==> src/rtl/regfile_pkg.sv <==
// Shared definitions for the multi-port register file: parameter defaults
// and the clear-sequencer state encoding.
package regfile_pkg;

    localparam int XLEN_DEF   = 32;
    localparam int NREG_DEF   = 32;
    localparam int NRP_DEF    = 2;
    localparam int BYPASS_DEF = 1;

    typedef enum logic {
        IDLE  = 1'b0,
        CLEAR = 1'b1
    } clr_state_e;

endpackage

==> src/rtl/regfile_clr_fsm.sv <==
// Clear sequencer: sweeps registers 1..NREG-1 to zero, one per cycle.
// Register 0 is hardwired to zero, so the sweep starts at index 1.
module regfile_clr_fsm
    import regfile_pkg::*;
#(
    parameter int NREG = NREG_DEF,
    parameter int AW   = $clog2(NREG)
) (
    input  logic          clk,
    input  logic          rst,
    input  logic          clr_req,
    output clr_state_e    state,
    output logic          clr_busy,
    output logic          clr_we,
    output logic [AW-1:0] clr_idx
);

    clr_state_e    state_nxt;
    logic [AW-1:0] idx;
    logic [AW-1:0] idx_nxt;

    always_ff @(posedge clk) begin
        if (!rst) begin
            state    <= IDLE;
            idx      <= '0;
            clr_busy <= 1'b0;
        end else begin
            state    <= state_nxt;
            idx      <= idx_nxt;
            clr_busy <= (state_nxt == CLEAR);
        end
    end

    always_comb begin
        state_nxt = state;
        idx_nxt   = idx;
        clr_we    = 1'b0;
        clr_idx   = idx;
        case (state)
            IDLE: begin
                if (clr_req) begin
                    state_nxt = CLEAR;
                    idx_nxt   = AW'(1);
                end
            end
            CLEAR: begin
                // clr_req is deliberately ignored here: no queuing, no restart.
                clr_we = 1'b1;
                if (idx == AW'(NREG - 1)) begin
                    state_nxt = IDLE;
                    idx_nxt   = '0;
                end else begin
                    idx_nxt = idx + AW'(1);
                end
            end
            default: begin
                state_nxt = IDLE;
                idx_nxt   = '0;
            end
        endcase
    end

endmodule

==> src/rtl/regfile_mp.sv <==
// Multi-read-port register file with x0 hardwired to zero, optional
// write-to-read forwarding and a sequential whole-file clear.
module regfile_mp
    import regfile_pkg::*;
#(
    parameter int XLEN   = XLEN_DEF,
    parameter int NREG   = NREG_DEF,
    parameter int NRP    = NRP_DEF,
    parameter int BYPASS = BYPASS_DEF,
    localparam int AW    = $clog2(NREG)
) (
    input  logic                clk,
    input  logic                rst,
    input  logic                rd_en,
    input  logic [NRP*AW-1:0]   rd_addr,
    output logic [NRP*XLEN-1:0] rd_data,
    output logic                rd_valid,
    input  logic                wr_en,
    input  logic [AW-1:0]       wr_addr,
    input  logic [XLEN-1:0]     wr_data,
    output logic                wr_ready,
    input  logic                clr_req,
    output logic                clr_busy
);

    // Handshake: a write is taken at a rising edge where wr_en && wr_ready;
    // otherwise it is dropped (no buffering). Reads have no backpressure.

    clr_state_e    clr_state;
    logic          clr_we;
    logic [AW-1:0] clr_idx;
    logic          wr_fire;
    logic [XLEN-1:0] regs [NREG];

    regfile_clr_fsm #(
        .NREG (NREG),
        .AW   (AW)
    ) u_clr_fsm (
        .clk      (clk),
        .rst      (rst),
        .clr_req  (clr_req),
        .state    (clr_state),
        .clr_busy (clr_busy),
        .clr_we   (clr_we),
        .clr_idx  (clr_idx)
    );

    assign wr_ready = (clr_state == IDLE);
    assign wr_fire  = wr_en && wr_ready && (wr_addr != '0);

    // The clear and a write never collide: writes are only taken in IDLE.
    always_ff @(posedge clk) begin
        if (!rst) begin
            for (int i = 0; i < NREG; i++) begin
                regs[i] <= '0;
            end
        end else if (clr_we) begin
            regs[clr_idx] <= '0;
        end else if (wr_fire) begin
            regs[wr_addr] <= wr_data;
        end
    end

    always_ff @(posedge clk) begin
        if (!rst) begin
            rd_valid <= 1'b0;
        end else begin
            rd_valid <= rd_en;
        end
    end

    for (genvar k = 0; k < NRP; k++) begin : g_rd
        logic [AW-1:0]   addr;
        logic [XLEN-1:0] data_q;

        assign addr = rd_addr[k*AW +: AW];

        always_ff @(posedge clk) begin
            if (!rst) begin
                data_q <= '0;
            end else if (rd_en) begin
                if (addr == '0) begin
                    data_q <= '0;
                end else if ((BYPASS != 0) && wr_fire && (wr_addr == addr)) begin
                    data_q <= wr_data;
                end else begin
                    data_q <= regs[addr];
                end
            end
        end

        assign rd_data[k*XLEN +: XLEN] = data_q;
    end

endmodule

==> config.mk <==
export PLATFORM = sky130hd
export DESIGN_NAME = regfile_mp
export DESIGN_NICKNAME = d
export VERILOG_FILES = /design/src/rtl/regfile_pkg.sv /design/src/rtl/regfile_clr_fsm.sv /design/src/rtl/regfile_mp.sv
export SDC_FILE = /design/constraint.sdc
export NUM_CORES = 2
export LEC_CHECK = 0
export CORE_MARGIN = 5
export CORE_UTILIZATION = 34
export CTS_BUF_LIST = sky130_fd_sc_hd__clkbuf_4 sky130_fd_sc_hd__clkbuf_8 sky130_fd_sc_hd__clkbuf_16
export DETAILED_ROUTE_END_ITERATION = 8
export GPL_TIMING_DRIVEN = 1
export RECOVER_POWER = 50
export SLEW_MARGIN = 20
export SYNTH_ARGS = -nofsm -noshare
export SYNTH_HDL_FRONTEND = slang
export SYNTH_HIERARCHICAL = 1
export SYNTH_SLANG_ARGS = --single-unit
==> constraint.sdc <==
create_clock -name clk -period 3.45 [get_ports clk]
set_input_delay 0.345 -clock clk [delete_from_list [all_inputs] [get_ports clk]]
set_output_delay 0.345 -clock clk [all_outputs]
set_load 0.02 [all_outputs]
; ---- After elaboration in Yosys (flattened, before gate mapping)
; Memory sizes are Yosys's and may differ from the RTL's.
; Index checks and enable logic that the tools add are counted.
[classes]
muxes = 25
n_addsub = 1
n_eq_ne = 4
reduce_logical = 9
bitwise_logic = 1
[op_table]
columns = operator, count
row1 = 2-to-1 mux 32 bit, 6
row2 = OR reduction 32 bit, 2
row3 = 2-to-1 mux 5 bit, 4
row4 = 2-to-1 mux 1 bit, 13
row5 = equality test 5 bit, 2
row6 = logical NOT 5 bit, 2
row7 = one-hot mux 5 bit (2 select lines), 1
row8 = "adder 5 x 1 -> 5 bit, second input constant", 1
row9 = "equality test 5 bit, second input constant", 1
row10 = nonzero test 5 bit, 1
row11 = logical AND 1 bit, 4
row12 = "!= test 2 x 1 -> 1 bit, second input constant", 1
row13 = one-hot mux 1 bit (2 select lines), 1
row14 = inverter 1 bit, 1
[word_totals]
in_bits = 52
ff_bits = 71
mem_bits_rw = 1024
wordCells = 46
out_inout_bits = 67
n_memories = 1
[mem_list]
columns = name, depth, width, read_ports, rd_ports_with_merged_regs, write_ports, line
row1 = regs, 32, 32, 2, 0, 32, regfile_mp.sv:33  ; logic [XLEN-1:0] regs [NREG];

; ---- Logic depth before layout (Yosys ltp)
[logic_depth]
depth_word = 9
ltp_mapped = 10
ltp_nobuf = 6

; ---- By module
; The synthesis kept the hierarchy.
[modules_own_cells]
columns = module, cells_per_inst, instances, area_each_um2
row1 = regfile_mp, 3632, 1, 53501.3
row2 = regfile_clr_fsm, 34, 1, 317.8

; ---- Least setup slack after synthesis
; Ideal clock, no wire load.
[synth_path]
path_type = register to register
startpoint = register u_clr_fsm/clr_busy (netlist name)
endpoint = memory regs[12][0] (netlist name) (enable)
period_less_slack_ps = 3079
arrival_time_ps = 2690
slack_ps = 371
stages_incl_launch_ff = 9
path_buffers = 3
setup_time_ps = 389
cell_sequence = dfxtp_1 buf_4 and4bb_1 clkbuf_1 a32oi_1 o32ai_2 nand3_1 clkbuf_1 nand2_1
[synth_rtl]
columns = item, line
row1 = "end, declared", regfile_mp.sv:33

==> results_dict.tcl <==
set metrics [dict create \
    status "finished, violations left" \
    violations "capacitance limit, slew limit" \
    synth-async-reset-ratio 0 \
    die_w_um 408 \
    cp-start-kind "flop" \
    min_period_ns 3.11 \
    drtIter0Drc 5801 \
    arrival_ns 3.50 \
    max_cap_viol_count 6 \
    slew_violations 108 \
    fin_crit_sh 0.900 \
    synth_area_um2 53800 \
    max_slew_margin -0.0783 \
    ctsRootBufferMaster "clkbuf_16" \
    grt_max_degree 55 \
    hold_depth 2 \
    nets 3850 \
    preCtsSetupSlack_ns 0.222 \
    path_max_fanout 32 \
    reg2reg_depth 7 \
    nFillCells 14500 \
    yosys_register_bits 1095 \
    whs_endpoint "g_rd[0].data_q[6]" \
    setup_ws_ns 0.344 \
    cp_slowest_cell "clkbuf_2" \
    boundaryPins 119 \
    post_cts_buffers 0 \
    worst-path-buf-inv 2 \
    synth_warnings 6 \
    ys.flop_type "edfxtp_1" \
    antenna_found_initial 8 \
    grt_usage 0.234 \
    worst_clock_skew_ns 0.0471 \
    grt_pass1_wl_um 281000 \
    path_delay_family "buffers and inverters" \
    vias 37400 \
    post-place-cells 5753 \
    reg2reg_slack_ns 0.34 \
    mostFrequentLayoutCells "edfxtp_1 (1024), nor2_1 (1001), mux4_2 (533)" \
    cts_sinks 1095 \
    clk_pin_slew_ns 0.06 \
    drive_gt1_frac 0.263 \
    syn_area_per_cell_um2 14.7 \
    worstHoldPathType "primary input to flop" \
    ir_drop_uv 383 \
    synth_edf_count 1024 \
    yosysTopAreaCell "edfxtp_1" \
    hp-start "wr_data[6]" \
    dr.pass1.iters 6 \
    clk_path_buf_depth 3 \
    path_class "flop to flop" \
    hold_buffers 0 \
    hold_viol_final 0 \
    fmax_ghz 0.322 \
    crit_start "u_clr_fsm/clr_busy" \
    multi_input_area_um2 20200 \
    die_h_um 408 \
    worstSkewPairLatency_ns 0.75 \
    gp_congestion 0.863 \
    avgRoutedWirePerCell_um 33.4 \
    cts-htree-levels 3 \
    grt_pass1_vias 36800 \
    cts_tree "built" \
    cp-end-kind "flop" \
    yosysSeqAreaShare 0.598 \
    area_delta_synth_final_pct 16.1 \
    synth.area.top_cells "edfxtp_1 (57%), mux4_2 (22%), nor2_1 (7.0%)" \
    ant_nets 0 \
    synth_top_area_share 0.571 \
    worst_slew_pin_slew_ns 1.62 \
    finalNonFillerCells 5965 \
    rows 146 \
    r2r_end "regs[10][29]" \
    cts_resized 0 \
    cp.required_ns 3.84 \
    port_buffers 118 \
    final_common_cell "edfxtp_1" \
    rsz0062_at_grt "false" \
    dieArea_um2 166000 \
    regArea_um2 32200 \
    r2r_start "u_clr_fsm/clr_busy" \
    vias_per_cell 6.27 \
    core_um2 158000 \
    syn_inst 3666 \
    gr-total-overflow 0 \
    crit_path_cell_trace "and4bb_1 > clkbuf_1 > o21ai_0 > o211a_1 > nand2_1 > clkbuf_2 > nor2_1" \
    route.detailed.drc 0 \
    power_density_nw_per_um2 501 \
    cts_buffers 112 \
    critPathMaxStageDelay_ns 1.06 \
    routed_wl_um 199000 \
    synth.distinct_cells 54 \
    leakage_nw 20.6 \
    dpl.hpwl_um 119000 \
    tns_ns 0 \
    setup_viol 0 \
    initial_utilization 0.341 \
]
==> where the power goes <==
group	internal (mW)	switching, mW
logic	1.45	2.01
clock network	7.15	5.34
registers	15.0	0.309
total	23.6	7.66
==> worst register-to-register path: stages (launching register included) <==
cell and delay, ns:
dfxtp_1 0.31, and4bb_1 0.29, clkbuf_1 0.32, o21ai_0 0.31, o211a_1 0.25, nand2_1 0.11
clkbuf_2 1.06, nor2_1 0.16
==> Yosys cell counts, types with 3 or more instances <==
| cell type | number |
|---|---|
| and3_1 | 13 |
| clkbuf_1 | 310 |
| buf_6 | 8 |
| o21ai_1 | 3 |
| o21a_1 | 3 |
| mux4_2 | 533 |
| buf_1 | 23 |
| ha_1 | 3 |
| a2111o_1 | 19 |
| edfxtp_1 | 1024 |
| nand2b_1 | 3 |
| a221o_1 | 45 |
| nor4_1 | 45 |
| nor3b_1 | 22 |
| a21oi_1 | 22 |
| nand3b_1 | 7 |
| nor2b_1 | 19 |
| nand3_1 | 35 |
| and2_1 | 53 |
| o22ai_1 | 140 |
| buf_2 | 56 |
| nor3_1 | 3 |
| inv_1 | 7 |
| a211oi_1 | 14 |
| xnor2_1 | 8 |
| o21ai_0 | 3 |
| buf_4 | 7 |
| a22oi_1 | 62 |
| dfxtp_1 | 71 |
| nor2_1 | 1002 |
| nand2_1 | 73 |
==> logic make-up after synthesis <==
group,Yosys count,share of synthesized area
xor gates and xnor gates,10,0.00163
muxes,534,0.223
DFF,1095,0.598
buffers and inverters,411,0.0316
and+or+nand+nor,1286,0.100
other,1,0.0000697
adders and majority gates,3,0.000698
AOI/OAI and AO/OA,326,0.0451
==> stage by stage <==
step           hold slack [ns]   util  power, mW  area, µm²
2_1_floorplan            0.470      -       17.4      53900
3_3_place_gp             0.479  0.376       19.0      59300
3_5_place_dp             0.489  0.376       19.1      59300
4_1_cts                  0.248  0.399       31.4      63000
5_1_grt                  0.275  0.396       32.1      62500
6_report                 0.285  0.396       31.3      62500
==> sequential cells by signal, summed over array words and instances (netlist names) <==
signal,flops
u_clr_fsm/clr_idx,5
u_clr_fsm/clr_busy,1
rd_valid,1
regs,1024
g_rd.data_q,64
==> worst max path at each step <==
| stage | to | slack, ns | cells after the start |
|---|---|---|---|
| 3_5_place_dp | g_rd[0].data_q[21] | 0.22 | 7 |
| 5_1_grt | regs[3][12] | 0.29 | 8 |
| 3_3_place_gp | g_rd[0].data_q[21] | 0.27 | 8 |
| 6_report | regs[10][29] | 0.34 | 7 |
| 2_1_floorplan | regs[12][0] | 0.37 | 8 |
| 4_1_cts | g_rd[1].data_q[12] | 0.77 | 6 |
==> final cells by class <==
type | instances | area share
sequential | 1095 | 0.515
multi-input combinational | 2191 | 0.323
timing repair buffer | 388 | 0.0600
clock buffer | 150 | 0.0522
tap | 2072 | 0.0415
clock inverter | 57 | 0.00797
inverter | 7 | 0.000421
antenna | 5 | 0.000200
==> layer usage <==
| layer | vias up | part of all wire | wire, µm | global-route usage |
|---|---|---|---|---|
| met5 | - | 0.00017 | 34 | 0 |
| met4 | 6 | 0.034 | 6720 | 0.0711 |
| met3 | 428 | 0.15 | 30100 | 0.0923 |
| met2 | 2966 | 0.44 | 87000 | 0.343 |
| met1 | 19500 | 0.38 | 75600 | 0.323 |
| li1 | 14500 | - | - | - |
Power figures use the tool's default switching activity.
